**config.mk**
```make
export PLATFORM = sky130hd
export DESIGN_NAME = sp1_arith_cmp_unit
export DESIGN_NICKNAME = d
export VERILOG_FILES = /design/src/rtl/sp1_pkg.sv /design/src/rtl/sp1_cmp_core.sv /design/src/rtl/sp1_arith_cmp_unit.sv
export SDC_FILE = /design/constraint.sdc
export NUM_CORES = 1
export LEC_CHECK = 0
export ABC_AREA = 1
export CAP_MARGIN = 20
export CORE_ASPECT_RATIO = 1.2
export CORE_MARGIN = 5
export CORE_UTILIZATION = 50
export CTS_CLUSTER_DIAMETER = 80
export DETAILED_ROUTE_END_ITERATION = 8
export PLACE_DENSITY = 0.86
export SLEW_MARGIN = 25
export SYNTH_ARGS = -nofsm -noshare
export SYNTH_HDL_FRONTEND = slang
export SYNTH_SLANG_ARGS = --single-unit
```
**constraint.sdc**
```tcl
create_clock -name clk -period 2.3 [get_ports clk]
set_input_delay 0.46 -clock clk [delete_from_list [all_inputs] [get_ports clk]]
set_output_delay 0.46 -clock clk [all_outputs]
set_load 0.01 [all_outputs]
```
**src/rtl/sp1_pkg.sv**
```systemverilog
// Shared definitions for the SP1 arithmetic/compare slice.
// Default datapath width and the word type used by the surrounding datapath.
package sp1_pkg;

  localparam int SP1_DW = 16;

  typedef logic [SP1_DW-1:0] sp1_word_t;

endpackage : sp1_pkg

```
**src/rtl/sp1_cmp_core.sv**
```systemverilog
// Combinational unsigned comparator: eq and gt from a subtract-borrow.
// Independent of the adder so the compare flags never depend on the sum path.
module sp1_cmp_core #(
  parameter int DW = 16
) (
  input  logic [DW-1:0] a,
  input  logic [DW-1:0] b,
  output logic          eq,
  output logic          gt
);

  logic [DW:0] diff;
  logic        borrow;

  // A borrow out of the top bit means a < b; no borrow and not equal means a > b.
  assign diff   = {1'b0, a} - {1'b0, b};
  assign borrow = diff[DW];
  assign eq     = (a == b);
  assign gt     = ~borrow & ~eq;

endmodule : sp1_cmp_core

```
**src/rtl/sp1_arith_cmp_unit.sv**
```systemverilog
// Registered add/compare slice: sum with carry-out, equality and unsigned
// greater-than, all produced one cycle after the operands are accepted.
module sp1_arith_cmp_unit
  import sp1_pkg::*;
#(
  parameter int DW = SP1_DW
) (
  input  logic          clk,
  input  logic          rst,
  input  logic          in_valid,
  input  logic [DW-1:0] a,
  input  logic [DW-1:0] b,
  output logic          out_valid,
  output logic [DW-1:0] y,
  output logic          c,
  output logic          eq,
  output logic          gt
);

  logic [DW:0]   sum_next;
  logic          eq_next;
  logic          gt_next;

  logic          valid_reg;
  logic [DW-1:0] y_reg;
  logic          c_reg;
  logic          eq_reg;
  logic          gt_reg;

  assign sum_next = {1'b0, a} + {1'b0, b};

  sp1_cmp_core #(
    .DW (DW)
  ) u_cmp (
    .a  (a),
    .b  (b),
    .eq (eq_next),
    .gt (gt_next)
  );

  // Result registers load only on valid cycles, so idle operands never leak in.
  always_ff @(posedge clk) begin
    if (rst) begin
      valid_reg <= 1'b0;
      y_reg     <= '0;
      c_reg     <= 1'b0;
      eq_reg    <= 1'b0;
      gt_reg    <= 1'b0;
    end else begin
      valid_reg <= in_valid;
      if (in_valid) begin
        y_reg  <= sum_next[DW-1:0];
        c_reg  <= sum_next[DW];
        eq_reg <= eq_next;
        gt_reg <= gt_next;
      end
    end
  end

  assign out_valid = valid_reg;
  assign y         = y_reg;
  assign c         = c_reg;
  assign eq        = eq_reg;
  assign gt        = gt_reg;

endmodule : sp1_arith_cmp_unit

```
After elaboration in Yosys (flattened, before gate mapping)
Index checks and enable logic that the tools add are counted.
{"block": "word_totals", "ff_bits": 20, "in_bits": 35, "out_inout_bits": 20, "word_cells": 11}
{"block": "op_classes", "addsub": 2, "n_eq_ne": 1, "n_bitwise": 3}
{"cell": "16-bit by 16-bit adder with 17-bit output", "count": 1}
{"cell": "16-bit by 16-bit subtractor with 17-bit output", "count": 1}
{"cell": "16-bit equality test", "count": 1}
{"cell": "1-bit inverter", "count": 2}
{"cell": "1-bit AND", "count": 1}

Depth between registers and ports, before layout
Gate-level depths: netlist of the first run.
{"block": "depth", "ltp_word": 3, "ltp_mapped": 13, "mapped_depth_nobuf": 13}

By module
From an unflattened synthesis of the first run, not the netlist that was laid out.
{"block": "unflattened", "cells_unflattened": 350, "area_unflattened_um2": 2087.0}
{"module": "sp1_arith_cmp_unit", "instances": 1, "cells_per_inst": 279, "area_per_inst_um2": 1646.6, "seq_area_each_um2": 400.4}
{"module": "sp1_cmp_core", "instances": 1, "cells_per_inst": 71, "area_per_inst_um2": 440.4, "seq_area_each_um2": 0.0}

Least setup slack after synthesis of the first run
No wires, ideal clock.
{"block": "synth_path", "path_type": "input port to flip-flop", "from": "input a[0]", "to": "register y_reg[12], in the netlist y[12]", "setup_time_ns": 0.109, "arrival_time_ns": 1.688, "t_required_ns": 2.191, "slack_ns": 0.503, "path_stages": 11, "n_path_buf": 0, "path_cell_list": "ha_1 -> fa_1 -> nand2_1 -> nand2_1 -> and2_1 -> nand2_1 -> nand3_2 -> nand2_1 -> nand3_1 -> nand2_1 -> inv_1"}
{"block": "synth_via", "elab_chain_cells": 1}
{"item": "start, declared", "line": "sp1_arith_cmp_unit.sv:11", "rtl": "input logic [DW-1:0] a,"}
{"item": "16-bit by 16-bit adder with 17-bit output", "line": "sp1_arith_cmp_unit.sv:30", "rtl": "assign sum_next = {1'b0, a} + {1'b0, b};"}
{"item": "end signal, assigned", "line": "sp1_arith_cmp_unit.sv:52", "rtl": "y_reg <= sum_next[DW-1:0];"}
{"item": "end, declared", "line": "sp1_arith_cmp_unit.sv:25", "rtl": "logic [DW-1:0] y_reg;"}
No other way between the ends.
A chain may end at the register's enable or synchronous reset.

Worst setup path after layout of the first run
Same ends and word-level chain as after synthesis.

==> results.yml, run 1 <==
timing:
  finalSetupTns_ns: 0
  final.min_clock_period_ns: 2.114
  rsz0062_at_grt: "false"
  finalCritPeriodShare_pct: 91.90
  worst_pin_slew_ns: 0.4582
  drv_slew: 0
  fmax_ghz: 0.4731
  fin_skew_ns: 0
  hold_viol: 0
  relSlewSlack_pct: 69.36
  setup_viol: 0
worst_setup_path:
  endpoint: "y[12]"
  reg2regPathDepth: 4
  crit_path_cell_trace: "clkdlybuf4s50_1 -> ha_1 -> fa_1 -> nand2_1 -> nand2_1 -> and2_1 -> nand2_1 -> nand3_2 -> nand2_1 -> nand3_1 -> nand2_1 -> inv_1"
  cp.depth: 12
  critPathMaxStageDelay_ns: 0.43
  endpoint_kind: "flip-flop"
  startpoint_type: "input pin"
  crit_buf_inv: 2
  crit_top_cell: "nand2_1"
  worstPathMaxFanout: 3
  r2r_slack_ns: 1.61
  timing.rr.end: "y[12]"
  crit_type: "input pin to flip-flop"
  path_delay_family: "simple AND/OR/NAND/NOR gates"
  critical_path_required_ns: 2.45
  crit_start: "a[0]"
  r2r-start: "y[12]"
  cp_slowest_cell: "clkdlybuf4s50_1"
  arrival_ns: 2.27
final_layout:
  finish.utilization_pct: 66.49
  largest_reg_flops: 16
  area_growth_pct: 31.49
  drive_above_1_share_pct: 8.040
  nFillCells: 368
  diodes: 0
  layout.nets: 468
die:
  die_h_microns: 81.37
  die_area_sq_um: 5652
  io_pins: 55
  core_sq_um: 4197
  rows: 26
  initial_core_util_pct: 50.57
  die_w_microns: 69.47
drt:
  vias_per_cell: 4.828
  drt_iter0_drc: 117
  remaining_drc_errors: 0
  vias: 2192
  wirelength_microns: 4903
  first_pass_iters: 4
  wl_per_cell_microns: 10.80
  ant_nets: 0
logic_synthesis:
  synthCells: 339
  synthDistinctLibCells: 29
  synthArstFlopShare_pct: 0
  avgSynthCellArea_sq_um: 6.260
  syn_nets: 407
  synth_common_cells: "nand2_1 (79), inv_1 (65), nor2_1 (51), ha_1 (32), dfxtp_1 (20)"
  synth_most_common_cell: "nand2_1"
  synth_top_area_share_pct: 18.87
  synth_ff_type: "dfxtp_1"
  synth_warnings: 0
  synthTopCellsByArea: "dfxtp_1 (19%), ha_1 (19%), nand2_1 (14%)"
  synth_edf_count: 0
  synth_area_sq_um: 2122
  ys_seq_area_share_pct: 18.87
  ys_seq_elements: 20
  yosysTopAreaCell: "dfxtp_1"
run_status:
  outcome: "complete, no violations"
min_path:
  hold_class: "flip-flop to flip-flop"
grt:
  antenna_found_initial: 0
  grt_pass1_wl_microns: 8349
  grt_pass1_vias: 2057
  track_usage_pct: 17.44
  overflow: 0
  grt_max_degree: 31
cts:
  htree_num_levels: 1
  hold_buffers: 0
  cts_resized: 0
  cts_tree: "built"
  clk_pin_slew_ns: 0.07
  clk_latency_ns: 0.25
  cts_buffers: 3
  post_cts_buffers: 0
  cts.sinks: 20
  clk_path_buf_depth: 2
  cts-root-buf: "clkbuf_8"
pwr:
  power_density_nw_per_um2: 407.1
  leakagePower_nw: 1.530
  ir_drop_uv: 171.9
placement:
  port-buffer-count: 54
  dp_hpwl_microns: 4201
  gp_congestion: 0.8359
run:
  cap_violations: 0
==> worst min-delay path, stage by stage, from the launching register on <==
cell     delay (ns)
dfxtp_1        0.31
nand2_1        0.06
a21oi_1        0.06
==> worst min path at each step <==
stage                     start  end  depth (start not counted)
after global routing         gt   gt                          2
after global placement       gt   gt                          2
final                        gt   gt                          2
after floorplan              gt   gt                          2
after detailed placement     gt   gt                          2
after CTS                    gt   gt                          2
==> cell families (layout without fill, tap and decap cells) <==
logic type	Yosys count	in the layout	share of synthesized area, %
buffers and inverters	75	134	13.91
XOR/XNOR	4	4	1.651
flip-flops	20	20	18.87
AO/OA/AOI/OAI	39	39	12.09
adder cells (fa/ha/maj)	33	33	19.81
AND/OR/NAND/NOR	168	168	33.67
==> layout make-up <==
type | count | area (sq um) | area share [%]
tap | 56 | 70.07 | 2.511
multi-input combinational | 244 | 1426 | 51.12
inverter | 71 | 266.5 | 9.552
clock buffer | 3 | 41.29 | 1.480
sequential | 20 | 400.4 | 14.35
timing repair buffer | 60 | 585.6 | 20.99
==> power by group <==
| group | total [mW] | switching [mW] | internal (mW) | leakage, nW |
|---|---|---|---|---|
| combinational | 0.529 | 0.284 | 0.245 | 1.34 |
| sequential | 0.393 | 0.0152 | 0.377 | 0.166 |
| clock | 0.214 | 0.0983 | 0.116 | 0.0216 |
| total | 1.14 | 0.398 | 0.738 | 1.53 |
==> routing by layer <==
layer  GRT usage, %  up-vias  wire length (microns)
li1               -     1157                      -
met1          21.50      984                   2233
met2          33.59       49                   2409
met3         0.4950        2                    226
met4          4.102        0                     33
met5              0        -                      0
==> metrics by stage <==
| step | area, sq um | instances | hold WS [ns] | power [mW] | setup slack (ns) |
|---|---|---|---|---|---|
| 3_5_place_dp | 2749 | 451 | 0.4605 | 0.9275 | -0.06396 |
| 5_1_grt | 2790 | 454 | 0.5005 | 1.220 | 0.06208 |
| 4_1_cts | 2790 | 454 | 0.4706 | 1.141 | 0.1869 |
| 6_report | 2790 | 454 | 0.4680 | 1.136 | 0.1862 |
| 3_3_place_gp | 2749 | 451 | 0.4578 | 0.9154 | -0.01893 |
| 2_1_floorplan | 2122 | 339 | 0.4882 | 0.7189 | 0.5031 |
==> cell usage in the layout (no fill, tap or decap), drive strengths merged <==
cell and instances:
o21ai 9, nor2 54, nand2 86, nand3 20, and2 1, inv 71
nand4 6, clkbuf 3, o21a 1, a21oi 19, clkdlybuf4s50 54, xor2 3
buf 6, o211ai 3, a211o 1, dfxtp 20, nor3 1, fa 1
ha 32, a31oi 1, o21bai 5, xnor2 1
Power figures use the tool's default switching activity.
==> inputs of run 2 (changes only) <==
--- a/config.mk
+++ b/config.mk
@@ -7,10 +7,9 @@
 export LEC_CHECK = 0
 export ABC_AREA = 1
 export CAP_MARGIN = 20
-export CORE_ASPECT_RATIO = 1.2
 export CORE_MARGIN = 5
 export CORE_UTILIZATION = 50
-export CTS_CLUSTER_DIAMETER = 80
+export CTS_CLUSTER_DIAMETER = 200
 export DETAILED_ROUTE_END_ITERATION = 8
 export PLACE_DENSITY = 0.86
 export SLEW_MARGIN = 25
==> results.yml, run 2 (synthesis gave the netlist of run 1 again) <==
die:
  die_area_sq_um: 5647
  die_w_microns: 75.15
  io_pins: 55
  core_sq_um: 4058
  die_h_microns: 75.15
  rows: 23
  initial_core_util_pct: 52.30
timing:
  drv_slew: 0
  worst_slack_ns: 0.1665
  finalSetupTns_ns: 0
  final.min_clock_period_ns: 2.134
  finalCritPeriodShare_pct: 92.76
  rsz0062_at_grt: "false"
  setup_viol: 0
  worst_pin_slew_ns: 0.3153
  fin_skew_ns: 0
  relSlewSlack_pct: 78.98
  fmax_ghz: 0.4687
  hold_viol: 0
cts:
  cts_tree: "built"
  cts_resized: 0
  clk_pin_slew_ns: 0.08
  cts-root-buf: "clkbuf_8"
  cts.sinks: 20
  cts_buffers: 3
  clk_path_buf_depth: 2
  post_cts_buffers: 0
  htree_num_levels: 1
  hold_buffers: 0
  clk_latency_ns: 0.26
worst_setup_path:
  worstPathMaxFanout: 3
  endpoint_kind: "flip-flop"
  path_delay_family: "adder cells"
  critical_path_required_ns: 2.46
  crit_type: "input pin to flip-flop"
  arrival_ns: 2.30
  startpoint_type: "input pin"
  crit_buf_inv: 1
  crit_top_cell: "nor2_1"
  critPathMaxStageDelay_ns: 0.42
  cp_slowest_cell: "clkdlybuf4s50_1"
  crit_path_cell_trace: "clkdlybuf4s50_1 -> ha_1 -> fa_1 -> nand2_1 -> nand2_1 -> nand3_1 -> nand2_2 -> a21oi_2 -> nor2_1 -> nor2_1 -> nor2_1"
drt:
  drt_iter0_drc: 130
  first_pass_iters: 4
  ant_nets: 0
  remaining_drc_errors: 0
  wl_per_cell_microns: 12.04
  wirelength_microns: 5392
  vias: 2224
  vias_per_cell: 4.964
pwr:
  leakagePower_nw: 1.539
  power_density_nw_per_um2: 456.9
  ir_drop_uv: 404.9
  p_total_mw: 1.282
placement:
  port-buffer-count: 54
  gp_congestion: 0.8807
  pre_cts_ws_ns: -0.08595
  place_area_sq_um: 2734
  dp_hpwl_microns: 4394
grt:
  antenna_found_initial: 0
  grt_max_degree: 31
  grt_pass1_vias: 2137
  track_usage_pct: 19.71
  overflow: 0
  grt_pass1_wl_microns: 8825
run:
  cap_violations: 0
min_path:
  hold_class: "flip-flop to flip-flop"
final_layout:
  area_growth_pct: 32.19
  register_area_sq_um: 400.4
  final_area_sq_um: 2805
  layout.nets: 467
  multi_input_area_sq_um: 1426
  drive_above_1_share_pct: 8.040
  largest_reg_flops: 16
  diodes: 0
  final_common_cell: "nand2_1"
  nFillCells: 361
  most-common-layout-cells: "nand2_1 (79), inv_1 (65), clkdlybuf4s50_1 (54)"
run_status:
  outcome: "complete, no violations"
## run 2: changes by cell type in the layout (fill, tap and decap cells not counted), sizes merged
cell | previous run | this run
buf | 6 | 5
bufinv | 0 | 1
## run 2: metal layers
layer | routed length (microns) | vias up | GRT usage (%) | share of wire (%)
met5 | 0 | - | 0 | 0
met4 | 87 | 0 | 5.243 | 1.6
met3 | 295 | 10 | 2.670 | 5.5
met2 | 2757 | 61 | 37.72 | 51
met1 | 2251 | 990 | 22.72 | 42
li1 | - | 1163 | - | -
## run 2: worst paths after layout
kind	end	startpoint	depth (start not counted)	slack (ns)
setup / recovery	y[10]	a[0]	11	0.17
hold / removal	gt	gt	2	0.48
setup reg to reg	y[1]	y[1]	2	1.60
hold reg to reg	gt	gt	2	0.48
## run 2: area by class of cell
class | instances | area share [%]
multi-input cells | 244 | 50.85
repair buffers | 59 | 20.61
flip-flops and latches | 20 | 14.27
inverters | 71 | 9.500
well taps | 50 | 2.230
clock buffers | 3 | 1.472
clock inverters | 1 | 1.070
## run 2: tightest hold or removal path, stage by stage, from the launching register on
cell and delay (ns):
dfxtp_1 0.32, nand2_1 0.06, a21oi_1 0.06
## run 2: power breakdown
group	switching, mW	internal, mW	leakage (nW)
registers	0.0164	0.377	0.166
logic	0.290	0.243	1.34
clock network	0.123	0.233	0.0357
## run 2: stage by stage
stage | utilization [%] | std cells | hold slack, ns
2_1_floorplan | - | 339 | 0.4882
3_3_place_gp | 67.38 | 444 | 0.4582
3_5_place_dp | 67.38 | 444 | 0.4685
4_1_cts | 69.13 | 448 | 0.4813
5_1_grt | 69.13 | 448 | 0.4996
6_report | 69.13 | 448 | 0.4799
